--- src/rtl/uart_tx_pkg.sv ---
// Shared types and constants for the UART TX frame arbiter and its byte producers.
package uart_tx_pkg;

    localparam int DEF_NUM_REQ     = 2;
    localparam int DEF_TIMEOUT_CYC = 1024;

    // Frame header byte; the host resynchronises on it after an aborted frame.
    localparam logic [7:0] UART_SOF = 8'hF0;

    typedef enum logic [0:0] {
        ST_IDLE = 1'b0,
        ST_BUSY = 1'b1
    } arb_state_e;

    function automatic logic is_sof(input logic [7:0] b);
        return b == UART_SOF;
    endfunction

endpackage

--- src/rtl/uart_tx_arbiter_if.sv ---
// Producer byte streams and UART TX FIFO write port shared through the arbiter.
interface uart_tx_arbiter_if
    import uart_tx_pkg::*;
#(
    parameter int NUM_REQ = DEF_NUM_REQ
);

    logic [NUM_REQ-1:0]      req_valid;
    logic [NUM_REQ-1:0][7:0] req_data;
    logic [NUM_REQ-1:0]      req_last;
    logic [NUM_REQ-1:0]      req_ready;
    logic                    fifo_full;
    logic [7:0]              fifo_dout;
    logic                    fifo_wr_en;

    // Environment side: producers plus the FIFO's almost-full flag.
    modport master (
        output req_valid, req_data, req_last, fifo_full,
        input  req_ready, fifo_dout, fifo_wr_en
    );

    // Arbiter side.
    modport slave (
        input  req_valid, req_data, req_last, fifo_full,
        output req_ready, fifo_dout, fifo_wr_en
    );

endinterface

--- src/rtl/rr_arb_pick.sv ---
// Combinational round-robin pick: first set request after ptr, wrapping modulo N.
module rr_arb_pick #(
    parameter int N     = 2,
    parameter int IDX_W = (N > 1) ? $clog2(N) : 1
) (
    input  logic [N-1:0]     req,
    input  logic [IDX_W-1:0] ptr,
    output logic             found,
    output logic [IDX_W-1:0] idx
);

    logic [IDX_W-1:0] cand;

    // NOTE: every variable written here gets a default first, so no path leaves
    // it unassigned and no latch is inferred.
    always_comb begin
        found = 1'b0;
        idx   = '0;
        cand  = '0;
        // Scan the farthest candidate first so the nearest one after ptr wins.
        for (int off = N; off >= 1; off--) begin
            cand = IDX_W'((int'(ptr) + off) % N);
            if (req[cand]) begin
                found = 1'b1;
                idx   = cand;
            end
        end
    end

endmodule

--- src/rtl/uart_tx_arbiter.sv ---
// Round-robin, frame-atomic arbiter sharing the UART TX FIFO write port,
// with a watchdog that revokes the grant from a producer stalled mid-frame.
module uart_tx_arbiter
    import uart_tx_pkg::*;
#(
    parameter int NUM_REQ     = DEF_NUM_REQ,
    parameter int TIMEOUT_CYC = DEF_TIMEOUT_CYC,
    parameter int ID_W        = $clog2(NUM_REQ)
) (
    input  logic                clk,
    input  logic                rst,
    uart_tx_arbiter_if.slave    bus,
    output logic                busy,
    output logic [ID_W-1:0]     grant_id,
    output logic                frame_done,
    output logic                abort
);

    localparam int              CNT_W       = $clog2(TIMEOUT_CYC);
    localparam logic [CNT_W-1:0] STALL_LIMIT = CNT_W'(TIMEOUT_CYC - 1);
    localparam logic [ID_W-1:0]  RR_INIT     = ID_W'(NUM_REQ - 1);

    arb_state_e       state_q, state_d;
    logic [ID_W-1:0]  grant_q, grant_d;
    logic [ID_W-1:0]  rr_ptr_q, rr_ptr_d;
    logic [CNT_W-1:0] stall_q, stall_d;
    logic [7:0]       dout_q, dout_d;
    logic             wr_en_q, wr_en_d;
    logic             done_q, done_d;
    logic             abort_q, abort_d;

    logic             pick_found;
    logic [ID_W-1:0]  pick_idx;
    logic             grant_valid;
    logic             grant_last;
    logic [7:0]       grant_data;
    logic             accept;

    rr_arb_pick #(
        .N     (NUM_REQ),
        .IDX_W (ID_W)
    ) u_pick (
        .req   (bus.req_valid),
        .ptr   (rr_ptr_q),
        .found (pick_found),
        .idx   (pick_idx)
    );

    assign grant_valid = bus.req_valid[grant_q];
    assign grant_last  = bus.req_last[grant_q];
    assign grant_data  = bus.req_data[grant_q];
    assign accept      = (state_q == ST_BUSY) && grant_valid && !bus.fifo_full;

    always_comb begin
        bus.req_ready          = '0;
        bus.req_ready[grant_q] = accept;
    end

    always_comb begin
        state_d  = state_q;
        grant_d  = grant_q;
        rr_ptr_d = rr_ptr_q;
        stall_d  = stall_q;
        dout_d   = dout_q;
        wr_en_d  = 1'b0;
        done_d   = 1'b0;
        abort_d  = 1'b0;

        case (state_q)
            ST_IDLE: begin
                stall_d = '0;
                if (pick_found) begin
                    grant_d = pick_idx;
                    state_d = ST_BUSY;
                end
            end

            ST_BUSY: begin
                if (accept) begin
                    dout_d  = grant_data;
                    wr_en_d = 1'b1;
                    stall_d = '0;
                    if (grant_last) begin
                        state_d  = ST_IDLE;
                        rr_ptr_d = grant_q;
                        done_d   = 1'b1;
                    end
                end else if (!grant_valid) begin
                    // Only a silent grantee ages the watchdog; a full FIFO does not.
                    if (stall_q == STALL_LIMIT) begin
                        abort_d  = 1'b1;
                        rr_ptr_d = grant_q;
                        stall_d  = '0;
                        state_d  = ST_IDLE;
                    end else begin
                        stall_d = stall_q + CNT_W'(1);
                    end
                end
            end

            default: state_d = ST_IDLE;
        endcase
    end

    // NOTE: sequential state uses non-blocking assignments so every register
    // samples the pre-edge values, independent of statement order.
    always_ff @(posedge clk) begin
        if (rst) begin
            state_q  <= ST_IDLE;
            grant_q  <= '0;
            rr_ptr_q <= RR_INIT;
            stall_q  <= '0;
            dout_q   <= 8'h00;
            wr_en_q  <= 1'b0;
            done_q   <= 1'b0;
            abort_q  <= 1'b0;
        end else begin
            state_q  <= state_d;
            grant_q  <= grant_d;
            rr_ptr_q <= rr_ptr_d;
            stall_q  <= stall_d;
            dout_q   <= dout_d;
            wr_en_q  <= wr_en_d;
            done_q   <= done_d;
            abort_q  <= abort_d;
        end
    end

    assign bus.fifo_dout  = dout_q;
    assign bus.fifo_wr_en = wr_en_q;
    assign busy           = (state_q == ST_BUSY);
    assign grant_id       = grant_q;
    assign frame_done     = done_q;
    assign abort          = abort_q;

endmodule
--- src/flat_wrapper.sv ---
// flat-port wrapper written by rule: the top's interface ports become plain ports
module uart_tx_arbiter_flat import uart_tx_pkg::*;
#(
    parameter int NUM_REQ     = DEF_NUM_REQ,
    parameter int TIMEOUT_CYC = DEF_TIMEOUT_CYC,
    parameter int ID_W        = $clog2(NUM_REQ)
)
  (clk, rst, busy, grant_id, frame_done, abort, bus_req_valid, bus_req_data, bus_req_last, bus_fifo_full, bus_req_ready, bus_fifo_dout, bus_fifo_wr_en);
  uart_tx_arbiter_if #(.NUM_REQ(NUM_REQ)) bus_i ();
  input  logic clk;
  input  logic rst;
  output logic busy;
  output logic [ID_W-1:0] grant_id;
  output logic frame_done;
  output logic abort;
  input wire logic [$bits(bus_i.req_valid)-1:0] bus_req_valid;
  input wire logic [$bits(bus_i.req_data)-1:0] bus_req_data;
  input wire logic [$bits(bus_i.req_last)-1:0] bus_req_last;
  input wire logic [$bits(bus_i.fifo_full)-1:0] bus_fifo_full;
  output wire logic [$bits(bus_i.req_ready)-1:0] bus_req_ready;
  output wire logic [$bits(bus_i.fifo_dout)-1:0] bus_fifo_dout;
  output wire logic [$bits(bus_i.fifo_wr_en)-1:0] bus_fifo_wr_en;
  assign bus_i.req_valid = bus_req_valid;
  assign bus_i.req_data = bus_req_data;
  assign bus_i.req_last = bus_req_last;
  assign bus_i.fifo_full = bus_fifo_full;
  assign bus_req_ready = bus_i.req_ready;
  assign bus_fifo_dout = bus_i.fifo_dout;
  assign bus_fifo_wr_en = bus_i.fifo_wr_en;
  uart_tx_arbiter #(.NUM_REQ(NUM_REQ), .TIMEOUT_CYC(TIMEOUT_CYC), .ID_W(ID_W)) u_core (.clk(clk), .rst(rst), .bus(bus_i), .busy(busy), .grant_id(grant_id), .frame_done(frame_done), .abort(abort));
endmodule
--- config.mk ---
export PLATFORM = sky130hd
export DESIGN_NAME = uart_tx_arbiter_flat
export DESIGN_NICKNAME = d
export VERILOG_FILES = /design/src/rtl/uart_tx_pkg.sv /design/src/rtl/uart_tx_arbiter_if.sv /design/src/rtl/rr_arb_pick.sv /design/src/rtl/uart_tx_arbiter.sv /design/src/flat_wrapper.sv
export SDC_FILE = /design/constraint.sdc
export NUM_CORES = 1
export LEC_CHECK = 0
export BUFFER_PORTS_ARGS = -buffer_cell sky130_fd_sc_hd__buf_2
export CORE_MARGIN = 4
export CORE_UTILIZATION = 49
export DETAILED_ROUTE_END_ITERATION = 12
export HOLD_SLACK_MARGIN = 0.06
export PLACE_DENSITY = 0.86
export SETUP_SLACK_MARGIN = 0.02
export SLEW_MARGIN = 5
export SYNTH_ARGS = -nofsm -noshare
export SYNTH_HDL_FRONTEND = slang
export SYNTH_SLANG_ARGS = --single-unit
--- constraint.sdc ---
create_clock -name clk -period 1.91 [get_ports clk]
set_input_delay 0.191 -clock clk [delete_from_list [all_inputs] [get_ports clk]]
set_output_delay 0.191 -clock clk [all_outputs]
set_load 0.01 [all_outputs]
; Word level (Yosys, flattened, before mapping)
; Index checks and enable logic that the tools add are counted.
[word_totals]
register_bits = 24
latch_bits = 0
ramBits = 0
romBits = 0
inputBits = 23
out_inout_bits = 15
wordCells = 66
memories = 0
[op_classes]
add_sub_neg = 3
mul = 0
div = 0
n_lt_le_gt_ge = 4
n_eq_ne = 4
shift = 0
n_mux = 33
bitwise = 3
n_reduce_logical = 11
[ops]
columns = cell, count
row1 = 10-bit two-way mux, 3
row2 = 1-bit two-way mux, 25
row3 = 10-bit one-hot mux with 2 select lines, 1
row4 = 8-bit two-way mux, 2
row5 = "10-bit by 1-bit adder with 10-bit output, second input constant", 1
row6 = "10-bit == test, second input constant", 1
row7 = "1-bit by 2-bit less-than comparator with 1-bit output, second input constant", 3
row8 = 2-bit AND reduction, 2
row9 = 4-bit AND reduction, 1
row10 = 4-bit OR reduction, 1
row11 = 1-bit logical AND, 3
row12 = "3-bit != test, second input constant", 1
row13 = 3-bit OR reduction, 1
row14 = "1-bit adder, second input constant", 2
row15 = 2-bit AND, 1
row16 = "2-bit by 1-bit != test with 1-bit output, second input constant", 1
row17 = "2-bit != test, second input constant", 1
row18 = 1-bit inverter, 2
row19 = 1-bit one-hot mux with 2 select lines, 1
row20 = 2-bit nonzero test, 1
row21 = 2-bit OR reduction, 1
row22 = 1-bit demux with 1-bit select, 1
row23 = "1-bit >= comparator, second input constant", 1
row24 = 1-bit zero test, 1

; Longest topological paths before layout
[logic_depth]
word_depth = 7
ltp_mapped = 7
ltp_nobuf = 5

; Hierarchy
; From an unflattened synthesis, not the netlist that was laid out.
[unflattened]
cells_unflattened = 137
area_unflattened_um2 = 1251.2
[modules_own_cells]
columns = mod, n_inst, cells_per_inst, area_each_um2, seq_area_each_um2
row1 = uart_tx_arbiter, 1, 135, 1237.4, 480.5
row2 = rr_arb_pick, 1, 2, 13.8, 0.0

; Worst setup path before layout
; No wires, ideal clock.
[synth_path]
path_kind = register to register
start = register u_core.grant_q, in the netlist u_core.grant_id
end = register u_core.stall_q[8]
setup_time_ns = 0.070
t_arrival_ns = 1.520
t_required_ns = 1.840
path_slack_ns = 0.320
stages_incl_launch_ff = 6
n_path_buf = 1
synth_period_minus_slack_ns = 1.590
cell_sequence = dfxtp_1 -> buf_6 -> mux2i_4 -> nor2_2 -> or4_1 -> a21oi_1
[synth_via]
elab_chain_cells = 6
word_cells_on_any_way = 7
classes_between = eq/ne (1) / mux (4) / reduce/logical (2)
[synth_rtl]
columns = item, line
row1 = from (decl), uart_tx_arbiter.sv:24  ; logic [ID_W-1:0] grant_q, grant_d;
row2 = from (signal assigned), uart_tx_arbiter.sv:119  ; grant_q <= grant_d;
row3 = 1-bit two-way mux (implied by the code) * (2 in series), uart_tx_arbiter.sv:49  ; assign grant_valid = bus.req_valid[grant_q];
row4 = 1-bit logical AND (2 in series), uart_tx_arbiter.sv:52  ; assign accept = (state_q == ST_BUSY) && grant_valid && !bus.fifo_full;
row5 = 10-bit two-way mux, uart_tx_arbiter.sv:79  ; if (accept) begin
row6 = 10-bit one-hot mux with 2 select lines, uart_tx_arbiter.sv:69  ; case (state_q)
row7 = to (signal assigned), uart_tx_arbiter.sv:121  ; stall_q <= stall_d;
row8 = to (decl), uart_tx_arbiter.sv:26  ; logic [CNT_W-1:0] stall_q, stall_d;
; Every way passes the cells marked *; elsewhere a longest branch is shown, timed or not. The select of a mux whose other input is x is not followed.
; A chain may end at the register's enable or synchronous reset.

; Final worst setup path
[layout_path]
start = register u_core.grant_q, in the netlist u_core.grant_id
end = output port bus_req_ready[0]
[layout_via]
elab_chain_cells = 5
word_cells_on_any_way = 10
classes_between = order compare (2) / mux (4) / bitwise (1) / reduce/logical (3)
[layout_rtl]
columns = item, line
row1 = "1-bit by 2-bit less-than comparator with 1-bit output (implied by the code), or another cell as far along", uart_tx_arbiter.sv:56  ; bus.req_ready[grant_q] = accept;
row2 = 1-bit logical AND (implied by the code) / 1-bit two-way mux (equally long branches), "uart_tx_arbiter.sv:56, uart_tx_arbiter.sv:49"
row3 = 1-bit two-way mux (implied by the code) / 1-bit logical AND (equally long branches), "uart_tx_arbiter.sv:56, uart_tx_arbiter.sv:52"
row4 = 1-bit demux with 1-bit select / 1-bit logical AND (equally long branches), n/a
row5 = 2-bit AND (no source line) *, n/a
row6 = to (decl), flat_wrapper.sv:20  ; output wire logic [$bits(bus_i.req_ready)-1:0] bus_req_ready;
; Marked as above.

==> metrics.md <==
| Metric | Value |
|---|---|
| Hold/Removal Path Class | `primary input to register` |
| Largest net degree at the start of global routing | `18` |
| Nets | `189` |
| Vias | `1051` |
| Yosys cell types | `36` |
| Pre-CTS setup slack | `0.211 ns` |
| Antenna violations before repair | `0` |
| Slowest CP cell | `dfxtp_2` |
| Leakage power | `0.583 nW` |
| Critical-path cell list | `buf_6 > mux2_2 > nand2_1 > nor2_1 > buf_2` |
| Die boundary width | `~57 microns` |
| Arrival time of the worst setup path | `1.63 ns` |
| GRT Total Usage | `17.6%` |
| Setup CP Type | `register to output pin` |
| Post-synth EDFFs | `0` |
| Syn-to-layout area delta | `20.3%` |
| Vias in the first global route | `1097` |
| Count leader, synth | `dfxtp_1` |
| Post-synthesis async set-or-reset flop share | `0%` |
| H-tree depth | `1` |
| Antenna Cells | `0` |
| Startpoint Class | `register` |
| CTS Hold Bufs | `0` |
| Layout cell share with drive strength beyond 1 | `28.0%` |
| Yosys top cell area share | `between 40% and 50%` |
| Io pins | `38` |
| Final wirelength | `~2600 microns` |
| Dpl hpwl | `2000 microns` |
| Post-route ant nets | `0` |
| PnR worst setup slack | `0.0938 ns` |
| Drt pass-1 iters | `4` |
| Register bit total from synthesis | `24` |
| Crit path required time | `1.72 ns` |
| Reg area | `482 sq um` |
| Maximum root-to-sink buffer count | `2` |
| Slew HR | `65.5%` |
| Post-synthesis sequential area ratio | `about two fifths` |
| GR Overflow Total | `0` |
| Peak VDD IR | `0.000421 V` |
| Syn nets | `152` |
| Power Dens Cells | `between 600 and 700 nW/um^2` |
| CP Max Fanout | `17` |
| Core Box Area | `2230 sq um` |
| Yosys top cell by area | `dfxtp_1` |
| Area of the mapped netlist | `1160 sq um` |
| Worst Clk Skew | `0.00974 ns` |
| Max Freq | `551 MHz` |
| Global placer's final weighted congestion | `0.831` |
| Area occupied by multi-input gates | `631 sq um` |
| Mapped Avg Cell Area | `roughly 9 sq um` |
| Final Max Slew Viols | `0` |
| Max-Cap Viols | `0` |
| Max incr delay on CP | `around 0.40 ns` |
| Final Cycle Share | `95.1%` |
| Cell Rows | `17` |
| Port Buffers | `37` |
| Global-route wire length before repair | `around 4500 microns` |
| Postcts setup bufs | `0` |
| Post-synthesis cell count | `128` |
| Wire per inst | `13.7 microns` |
| Final setup TNS | `0 ns` |
| RSZ-0062 raised after global routing | `no` |
| Die Footprint | `3200 sq um` |
| Endpoint class of the critical path | `output pin` |
| Yosys warns | `0` |
| Clock Pin Slew Worst Setup and Hold Paths | `0.13 ns` |
| Die Ht | `56.6 microns` |
| Setup violators final | `0` |
| Initial drt markers | `10` |
| Status | `completed` |
| Synth area leaders | `dfxtp_1 42%, mux2i_1 7.8%, nor2_1 5.8%` |
| Insertion delay to the later sink of the worst-skew pair | `0.32 ns` |
| Num CTS Buffers | `3` |
| Clock tree sinks | `24` |
| Worst-Margin Slew | `0.518 ns` |
| Initial Util | `between 50% and 60%` |
| Main synth FF type | `dfxtp_1` |
| Post-synth top cells | `24 x dfxtp_1, 18 x nor2_1, 9 x mux2i_1, 8 x a211oi_1` |
| Fin. Hold Viols | `0` |
| DRC viols | `0` |
| Via density | `~5.5` |
| Clock root cell | `clkbuf_4` |
| Final worst path period need | `1.82 ns` |
| # fillers | `around 210` |
| CTS tree | `yes` |
## layer usage
metal	vias up	track usage, %	wire length (microns)
li1	533	-	-
met1	476	19.8	1070
met2	38	31.5	1360
met3	4	4.14	173
met4	0	7.12	37
met5	-	0	0
## per-stage QoR
| stage | hold WS [ns] | instances | util [%] | power [mW] | instance area [sq um] |
|---|---|---|---|---|---|
| after floorplan | 0.270 | 128 | - | 0.621 | 1160 |
| after global placement | 0.452 | 188 | 60.4 | 0.669 | 1350 |
| after detailed placement | 0.450 | 188 | 60.4 | 0.675 | 1350 |
| after CTS | 0.179 | 192 | 62.2 | 0.943 | 1390 |
| after global routing | 0.176 | 192 | 62.3 | 0.977 | 1390 |
| final | 0.175 | 192 | 62.3 | 0.935 | 1390 |
## state kept, by name, indices dropped and copies added (netlist names)
name and count:
u_core.grant_id 1, u_core.abort 1, u_core.rr_ptr_q 1, u_core.stall_q 10, u_core.bus.fifo_wr_en 1, u_core.busy 1, u_core.frame_done 1, u_core.bus.fifo_dout 8
## placed cells by master, fill, tap and decap left out, drive strengths merged, types with 4 or more instances in the layout
cell,n
buf,38
dfxtp,24
nor2,19
mux2i,10
a211oi,8
nand2,7
xor2,7
a21oi,5
o21ai,5
and3,4
clkbuf,4
## worst max-delay path: cells and delay by family, from the launching register on
family / cells / cell delay, ns
buf+inv: 2 / 0.34
flops: 1 / 0.40
mux: 1 / 0.36
simple gates: 2 / 0.20
## final timing paths
check	from	endpoint	slack, ns	cells past startpoint
max	u_core.grant_id	bus_req_ready[0]	0.09	5
min	bus_req_last[0]	u_core.frame_done	0.17	3
min reg2reg	u_core.rr_ptr_q	u_core.rr_ptr_q	0.48	1
max reg2reg	u_core.grant_id	u_core.bus.fifo_dout[3]	0.25	4
## report_power, final
part	internal, mW	switching [mW]	total (mW)
logic	0.0624	0.0748	0.137
clock network	0.117	0.152	0.269
registers	0.517	0.0121	0.529
total	0.696	0.239	0.935
## repair_timing
action,4_1_cts,5_1_grt
gates resized for setup,1,1
gates cloned,0,0
setup endpoints to repair,1,1
## cell type report
cell class | count | area share, %
clock buffer | 4 | 2.61
inverter | 3 | 0.809
multi-input combinational | 95 | 45.3
sequential | 24 | 34.6
tap | 28 | 2.52
timing repair buffer | 38 | 14.1
## logic make-up after synthesis
family	count (synthesis)	synth area share (%)
simple gates	47	20.1
buf+inv	9	3.90
xor+xnor	7	5.30
compound gates	29	17.3
mux	11	10.7
flops	24	41.6
fa+ha+maj	1	1.08
No activity file was read; power rests on OpenSTA's default activity.
